**config.mk**
```make
export PLATFORM = sky130hd
export DESIGN_NAME = rpn_pop_exec
export DESIGN_NICKNAME = d
export VERILOG_FILES = /design/src/rtl/rpn_defs_pkg.sv /design/src/rtl/rpn_alu.sv /design/src/rtl/rpn_pop_exec.sv
export SDC_FILE = /design/constraint.sdc
export NUM_CORES = 1
export LEC_CHECK = 0
export CORE_ASPECT_RATIO = 0.5
export CORE_UTILIZATION = 50
export DETAILED_ROUTE_END_ITERATION = 10
export GPL_TIMING_DRIVEN = 0
export HOLD_SLACK_MARGIN = 0.06
export PLACE_DENSITY = 0.75
export SETUP_SLACK_MARGIN = 0.02
export SKIP_LAST_GASP = 1
export SLEW_MARGIN = 15
export SYNTH_ARGS = -nofsm -noshare
export SYNTH_HDL_FRONTEND = slang
export SYNTH_SLANG_ARGS = --single-unit
```
**constraint.sdc**
```tcl
create_clock -name CLOCK_50 -period 11.06 [get_ports CLOCK_50]
set_input_delay 3.318 -clock CLOCK_50 [delete_from_list [all_inputs] [get_ports CLOCK_50]]
set_output_delay 3.318 -clock CLOCK_50 [all_outputs]
set_load 0.02 [all_outputs]
```
**src/rtl/rpn_defs_pkg.sv**
```systemverilog
// Shared RPN calculator definitions: word/address widths, operator codes and
// controller state encodings, used by both the push and the pop/execute paths.
package rpn_defs_pkg;

  localparam int unsigned WIDTH = 8;
  localparam int unsigned AW    = 8;

  typedef enum logic [1:0] {
    OP_ADD = 2'b00,
    OP_SUB = 2'b01,
    OP_MUL = 2'b10,
    OP_AND = 2'b11
  } op_e;

  typedef enum logic [2:0] {
    S_IDLE  = 3'd0,
    S_RD_A  = 3'd1,
    S_RD_B  = 3'd2,
    S_EXEC  = 3'd3,
    S_WRITE = 3'd4
  } state_e;

endpackage

```
**src/rtl/rpn_alu.sv**
```systemverilog
// Combinational operator unit: y = f(b, a) where b is the second entry, a the top.
// With RPN_OVERFLOW_FLAG_EN defined, carry/borrow/high-product detection is built.
module rpn_alu
  import rpn_defs_pkg::*;
(
  input  logic [WIDTH-1:0] b,
  input  logic [WIDTH-1:0] a,
  input  op_e              op,
  output logic [WIDTH-1:0] y,
  output logic             ovf
);

`ifdef RPN_OVERFLOW_FLAG_EN
  logic [WIDTH:0]     sum;
  logic [2*WIDTH-1:0] prod;

  assign sum  = {1'b0, b} + {1'b0, a};
  assign prod = {{WIDTH{1'b0}}, b} * {{WIDTH{1'b0}}, a};

  always_comb begin
    y   = '0;
    ovf = 1'b0;
    case (op)
      OP_ADD: begin
        y   = sum[WIDTH-1:0];
        ovf = sum[WIDTH];
      end
      OP_SUB: begin
        y   = b - a;
        ovf = (a > b);
      end
      OP_MUL: begin
        y   = prod[WIDTH-1:0];
        ovf = |prod[2*WIDTH-1:WIDTH];
      end
      OP_AND: y = b & a;
      default: y = '0;
    endcase
  end
`else
  assign ovf = 1'b0;

  always_comb begin
    y = '0;
    case (op)
      OP_ADD:  y = b + a;
      OP_SUB:  y = b - a;
      OP_MUL:  y = b * a;
      OP_AND:  y = b & a;
      default: y = '0;
    endcase
  end
`endif

endmodule

```
**src/rtl/rpn_pop_exec.sv**
```systemverilog
// Pop/execute controller: reads top two stack entries, applies the operator,
// writes the result as new top and strobes a stack-pointer decrement.
// Optional feature macro: RPN_OVERFLOW_FLAG_EN (registered ovf output).
module rpn_pop_exec
  import rpn_defs_pkg::*;
(
  input  logic             CLOCK_50,
  input  logic             reset_n,
  input  logic             op_req,
  input  logic [1:0]       op_sel,
  input  logic [AW-1:0]    sp,
  output logic [AW-1:0]    ram_addr,
  input  logic [WIDTH-1:0] ram_rdata,
  output logic             ram_we,
  output logic [WIDTH-1:0] ram_wdata,
  output logic             sp_load,
  output logic [AW-1:0]    sp_next,
  output logic             busy,
  output logic             done,
  output logic [WIDTH-1:0] result,
  output logic             err_underflow,
  output logic             ovf
);

  state_e           state, state_d;
  logic [AW-1:0]    sp_lat, sp_lat_d;
  op_e              op_lat, op_lat_d;
  logic [WIDTH-1:0] opa, opa_d;
  logic [AW-1:0]    ram_addr_d, sp_next_d;
  logic [WIDTH-1:0] ram_wdata_d, result_d;
  logic             ram_we_d, sp_load_d, busy_d, done_d, err_d;
  logic [WIDTH-1:0] alu_y;
  logic             alu_ovf;

  // Second operand is consumed straight off the RAM read port in S_EXEC.
  rpn_alu u_alu (
    .b   (ram_rdata),
    .a   (opa),
    .op  (op_lat),
    .y   (alu_y),
    .ovf (alu_ovf)
  );

`ifdef RPN_OVERFLOW_FLAG_EN
  logic ovf_d;
`endif

  always_ff @(posedge CLOCK_50) begin
    if (!reset_n) begin
      state         <= S_IDLE;
      sp_lat        <= '0;
      op_lat        <= OP_ADD;
      opa           <= '0;
      ram_addr      <= '0;
      ram_we        <= 1'b0;
      ram_wdata     <= '0;
      sp_load       <= 1'b0;
      sp_next       <= '0;
      busy          <= 1'b0;
      done          <= 1'b0;
      result        <= '0;
      err_underflow <= 1'b0;
`ifdef RPN_OVERFLOW_FLAG_EN
      ovf           <= 1'b0;
`endif
    end else begin
      state         <= state_d;
      sp_lat        <= sp_lat_d;
      op_lat        <= op_lat_d;
      opa           <= opa_d;
      ram_addr      <= ram_addr_d;
      ram_we        <= ram_we_d;
      ram_wdata     <= ram_wdata_d;
      sp_load       <= sp_load_d;
      sp_next       <= sp_next_d;
      busy          <= busy_d;
      done          <= done_d;
      result        <= result_d;
      err_underflow <= err_d;
`ifdef RPN_OVERFLOW_FLAG_EN
      ovf           <= ovf_d;
`endif
    end
  end

`ifndef RPN_OVERFLOW_FLAG_EN
  assign ovf = alu_ovf;
`endif

  // Next-state and next-output values; outputs land one edge later.
  always_comb begin
    state_d     = state;
    sp_lat_d    = sp_lat;
    op_lat_d    = op_lat;
    opa_d       = opa;
    ram_addr_d  = ram_addr;
    ram_we_d    = 1'b0;
    ram_wdata_d = ram_wdata;
    sp_load_d   = 1'b0;
    sp_next_d   = sp_next;
    busy_d      = 1'b0;
    done_d      = 1'b0;
    result_d    = result;
    err_d       = err_underflow;
`ifdef RPN_OVERFLOW_FLAG_EN
    ovf_d       = ovf;
`endif
    case (state)
      S_IDLE: begin
        if (op_req) begin
          if (sp >= AW'(2)) begin
            state_d    = S_RD_A;
            sp_lat_d   = sp;
            op_lat_d   = op_e'(op_sel);
            err_d      = 1'b0;
            ram_addr_d = sp - AW'(1);
            busy_d     = 1'b1;
          end else begin
            err_d = 1'b1;
          end
        end
      end
      S_RD_A: begin
        state_d    = S_RD_B;
        ram_addr_d = sp_lat - AW'(2);
        busy_d     = 1'b1;
      end
      S_RD_B: begin
        state_d = S_EXEC;
        opa_d   = ram_rdata;
        busy_d  = 1'b1;
      end
      S_EXEC: begin
        state_d     = S_WRITE;
        busy_d      = 1'b1;
        ram_we_d    = 1'b1;
        ram_addr_d  = sp_lat - AW'(2);
        ram_wdata_d = alu_y;
        result_d    = alu_y;
        sp_load_d   = 1'b1;
        sp_next_d   = sp_lat - AW'(1);
        done_d      = 1'b1;
`ifdef RPN_OVERFLOW_FLAG_EN
        ovf_d       = alu_ovf;
`endif
      end
      S_WRITE: state_d = S_IDLE;
      default: state_d = S_IDLE;
    endcase
  end

endmodule

```
==> impl_summary.log <==
[metrics] number of distinct library cell variants in the gate-level netlist after synthesis: 39
[metrics] unrepaired setup endpoints after global routing: false
[metrics] leakage power: 1.85 nW
[metrics] hold crit path type: reg -> reg
[metrics] number of nets produced by synthesis: 507
[metrics] relative slew slack: 54.0%
[metrics] sw power: 0.214 mW
[metrics] met3 demand-to-capacity share in global routing: 3.40%
[metrics] total I/O pin count: 59
[metrics] cell count of the worst reg-to-reg path: 15
[metrics] areal power density over the cells: 136 mW/mm^2
[metrics] global-route total usage across every layer: 23.2%
[metrics] clock tree from TritonCTS: done
[metrics] most frequent cells in the layout: clkdlybuf4s50_1 (57), nand2_1 (52), dfxtp_1 (48), nor2_1 (44), inv_1 (35)
[metrics] final number of setup-violating endpoints: 0
[metrics] area used by multi-input combinational logic: 0.00235 sq mm
[metrics] Clk Tree Root Cell: clkbuf_16
[metrics] hold violation total from the final report: 0
[metrics] Placed Area: 0.00431 sq mm
[metrics] final cell area excluding filler cells: 0.00447 sq mm
[metrics] total of buffers placed on input and output ports: 57
[metrics] met1 track demand over resource: 31.4%
[metrics] Core Rows: 21
[metrics] slowest stage cell on the critical path: clkdlybuf4s50_1
[metrics] global routing's busiest layer: met2
[metrics] Iteration-0 DRC Markers: 127
[metrics] clock insertion delay at the later pin of the skew report: 290 ps
[metrics] family of cells with the greatest summed delay on the critical path: adder cells
[metrics] clock-pin slew on the worst setup and hold paths: 70 ps
[metrics] cell repeated most along the worst path: fa_1
[metrics] # clock sinks: 48
[metrics] period utilization: 67.3%
[metrics] register bit total from synthesis: 48
[metrics] number of max-cap violations: 0
[metrics] deepest clock path buffer count: 2
[metrics] vertical die dimension: 62.2 microns
[metrics] clock buffers created by TritonCTS: 5
[metrics] total negative slack for setup checks: 0 ps
[metrics] Hold Startpoint: result[4]
[metrics] fin nets: 571
[metrics] post-detailed-route count of antenna-violating nets: 0
[metrics] GRT met2 Usage: 39.0%
[metrics] hold_buf cts: 0
[metrics] post-CTS setup-driven buffer insertion count: 0
[metrics] area enclosed by the die boundary: 0.00762 sq mm
[metrics] area of the core: 0.00686 sq mm
[metrics] critical path buffer and inverter count: 2
[metrics] worst-margin pin slew: 687 ps
[metrics] mean area per synthesized cell: 8.19 sq um
[metrics] count of cell instances traversed by the critical path: 14
[metrics] proportion of synthesized chip area in sequential cells: 26.5%
[metrics] worst-case setup margin in the final layout: 3610 ps
[metrics] number of resized instances in the post-cts repair step: 0
[metrics] async set-reset flop share out of synthesis: 0%
[metrics] cell-internal power: 0.394 mW
[metrics] worst flop-to-flop path endpoint: result[7]
[metrics] predominant post-synthesis flop cell: dfxtp_1
[metrics] initial cell density of the core: 52.9%
[metrics] setup slack on the worst flop-to-flop path: 6670 ps
[metrics] worst setup timing slack at the placement stage: 3300 ps
[metrics] HPWL reported at the end of detailed placement: 6420 microns
[metrics] Max stage delay on crit path: 610 ps
[metrics] n_diodes: 0
[metrics] time the final worst path needs with I/O delays and setup: 7450 ps
[metrics] Max VDD drop: 76.2 uV
[metrics] switching share of power: 35.2%
[metrics] drt via density: 5.20
[metrics] part of the power in registers: 33.5%
[metrics] most common cell after layout, fill and taps aside: clkdlybuf4s50_1
[metrics] crit-path max FO: 10
[metrics] global placement routability congestion: 0.842
[metrics] Total Routed Length: 8420 microns
[metrics] result of the run: finished clean
[metrics] arrival time at the worst endpoint: 7630 ps
[metrics] relative area change from synthesis to final layout: 23.1%
[metrics] worst setup path endpoint: result[7]
[metrics] beginning of the worst register-to-register path: opa[3]
[metrics] # DRC: 0
[metrics] CP Launch Point: ram_rdata[1]
[metrics] first drt pass iteration count: 4
[metrics] required time of the worst setup path: 11240 ps
[metrics] Synth Warn #: 0
[metrics] synthesized instance count: 443
[metrics] maximum number of pins on one net before global-route repair: 16
[metrics] worst setup path category: in -> reg
[metrics] number of synthesized flops with an enable pin: 0
[metrics] floorplan die width: 122 microns
[metrics] sequential standard cell area: 961 sq um
[metrics] initial antenna violation count: 0
[metrics] Comb pwr share: 40.7%
[metrics] post-DR wirelength/cell: 14.0 microns
[metrics] kind of end point of the critical path: register
[metrics] sort of element at the start of the critical path: input port
[metrics] clock skew after layout: 5.54 ps
[metrics] share of power burned in the clock network: 25.8%
[metrics] number of global-route vias before repair: 2962
[metrics] global route overflow: 0
[metrics] depth of the CTS H-tree: 2
[metrics] number of inserted filler cells in the final layout: 609
[metrics] ordered list of cells on the worst path: clkdlybuf4s50_1, and2_1, fa_1, inv_1, fa_1, fa_1, fa_1, xor2_1, xnor3_1, xnor3_1, xnor3_1, o211ai_2, o211ai_1, o211a_1
[metrics] maximum achievable frequency: 134 MHz
[metrics] share of layout cells above drive strength 1: 5.71%
[metrics] DR vias: 3118
[metrics] first-pass GRT wire length: 14100 microns
[metrics] Synth Cell Area: 0.00363 sq mm
[metrics] pins over their slew limit: 0
[power by group through the flow]
stage	Combinational, mW	Sequential [mW]	Clock, mW
global placement	0.242	0.207	0
finish	0.248	0.204	0.157
floorplan	0.165	0.217	0
global route	0.275	0.206	0.167
detailed placement	0.246	0.207	0
CTS	0.249	0.204	0.159
[area by class of cell]
| cell class | instances | area share, % |
|---|---|---|
| clock inverter | 2 | 0.336 |
| timing repair buffer | 57 | 12.8 |
| inverter | 36 | 3.03 |
| multi-input combinational | 325 | 52.5 |
| buffer | 34 | 4.12 |
| sequential | 48 | 21.5 |
| tap | 92 | 2.58 |
| clock buffer | 6 | 3.11 |
[cell usage after synthesis, types with 2 or more instances]
| cell | number | area (sq um) |
|---|---|---|
| clkbuf_1 | 15 | 56.3 |
| buf_4 | 13 | 97.6 |
| a211oi_1 | 17 | 128 |
| or3_1 | 2 | 12.5 |
| a22oi_1 | 2 | 15.0 |
| nand2_1 | 52 | 195 |
| nand3_1 | 5 | 25.0 |
| dfxtp_1 | 48 | 961 |
| nor3_1 | 11 | 55.1 |
| a21o_1 | 4 | 30.0 |
| nand2b_1 | 4 | 25.0 |
| inv_1 | 35 | 131 |
| nor4_1 | 3 | 18.8 |
| mux2i_1 | 10 | 100 |
| xor2_1 | 16 | 140 |
| and2_1 | 23 | 144 |
| xnor2_1 | 25 | 219 |
| a21oi_1 | 31 | 155 |
| o211ai_1 | 11 | 82.6 |
| xnor3_1 | 3 | 67.6 |
| nor2_1 | 44 | 165 |
| nor2b_1 | 3 | 18.8 |
| o21ai_0 | 6 | 30.0 |
| buf_2 | 3 | 15.0 |
| buf_1 | 2 | 7.51 |
| fa_1 | 13 | 260 |
| ha_1 | 30 | 375 |
[per-stage QoR]
| stage | total power [mW] | instances | hold WS, ps | utilization [%] |
|---|---|---|---|---|
| final | 0.608 | 600 | 475 | 65.1 |
| after global routing | 0.649 | 600 | 515 | 65.1 |
| after floorplan | 0.381 | 443 | 453 | - |
| after global placement | 0.450 | 592 | 461 | 62.9 |
| after CTS | 0.612 | 600 | 474 | 65.1 |
| after detailed placement | 0.453 | 592 | 463 | 62.9 |
[layer usage]
metal	part of all wire, %	wire length (microns)
met1	47	4000
met2	47	3940
met3	5.4	452
met4	0.47	40
met5	0	0
[flip-flops by register name, indices dropped and copies added, names as in the netlist]
register / cells
op_lat: 2
done: 1
sp_next: 8
state: 3
err_underflow: 1
sp_lat: 8
busy: 1
opa: 8
ram_addr: 8
result: 8
[worst min-delay path, delay by kind of cell, from the launching register on]
family | cells | cell delay, ps
flops | 1 | 330
compound gates | 1 | 50
simple gates | 1 | 60
[worst min path at each step]
stage                         end  slack [ps]  depth (start not counted)
global route            result[4]         520                          2
global placement        result[4]         460                          2
CTS                 err_underflow         470                          2
finish                  result[4]         480                          2
floorplan              sp_next[0]         450                          1
detailed placement  err_underflow         460                          2
[logic make-up after synthesis]
| logic type | after synthesis | synth area share, % |
|---|---|---|
| xor gates and xnor gates | 44 | 11.8 |
| and+or+nand+nor | 151 | 19.1 |
| DFF | 48 | 26.5 |
| muxes | 10 | 2.76 |
| adders and majority gates | 43 | 17.5 |
| other | 1 | 0.103 |
| AOI/OAI and AO/OA | 76 | 13.4 |
| buffers and inverters | 70 | 8.80 |
(Power assumes the default switching activity.)
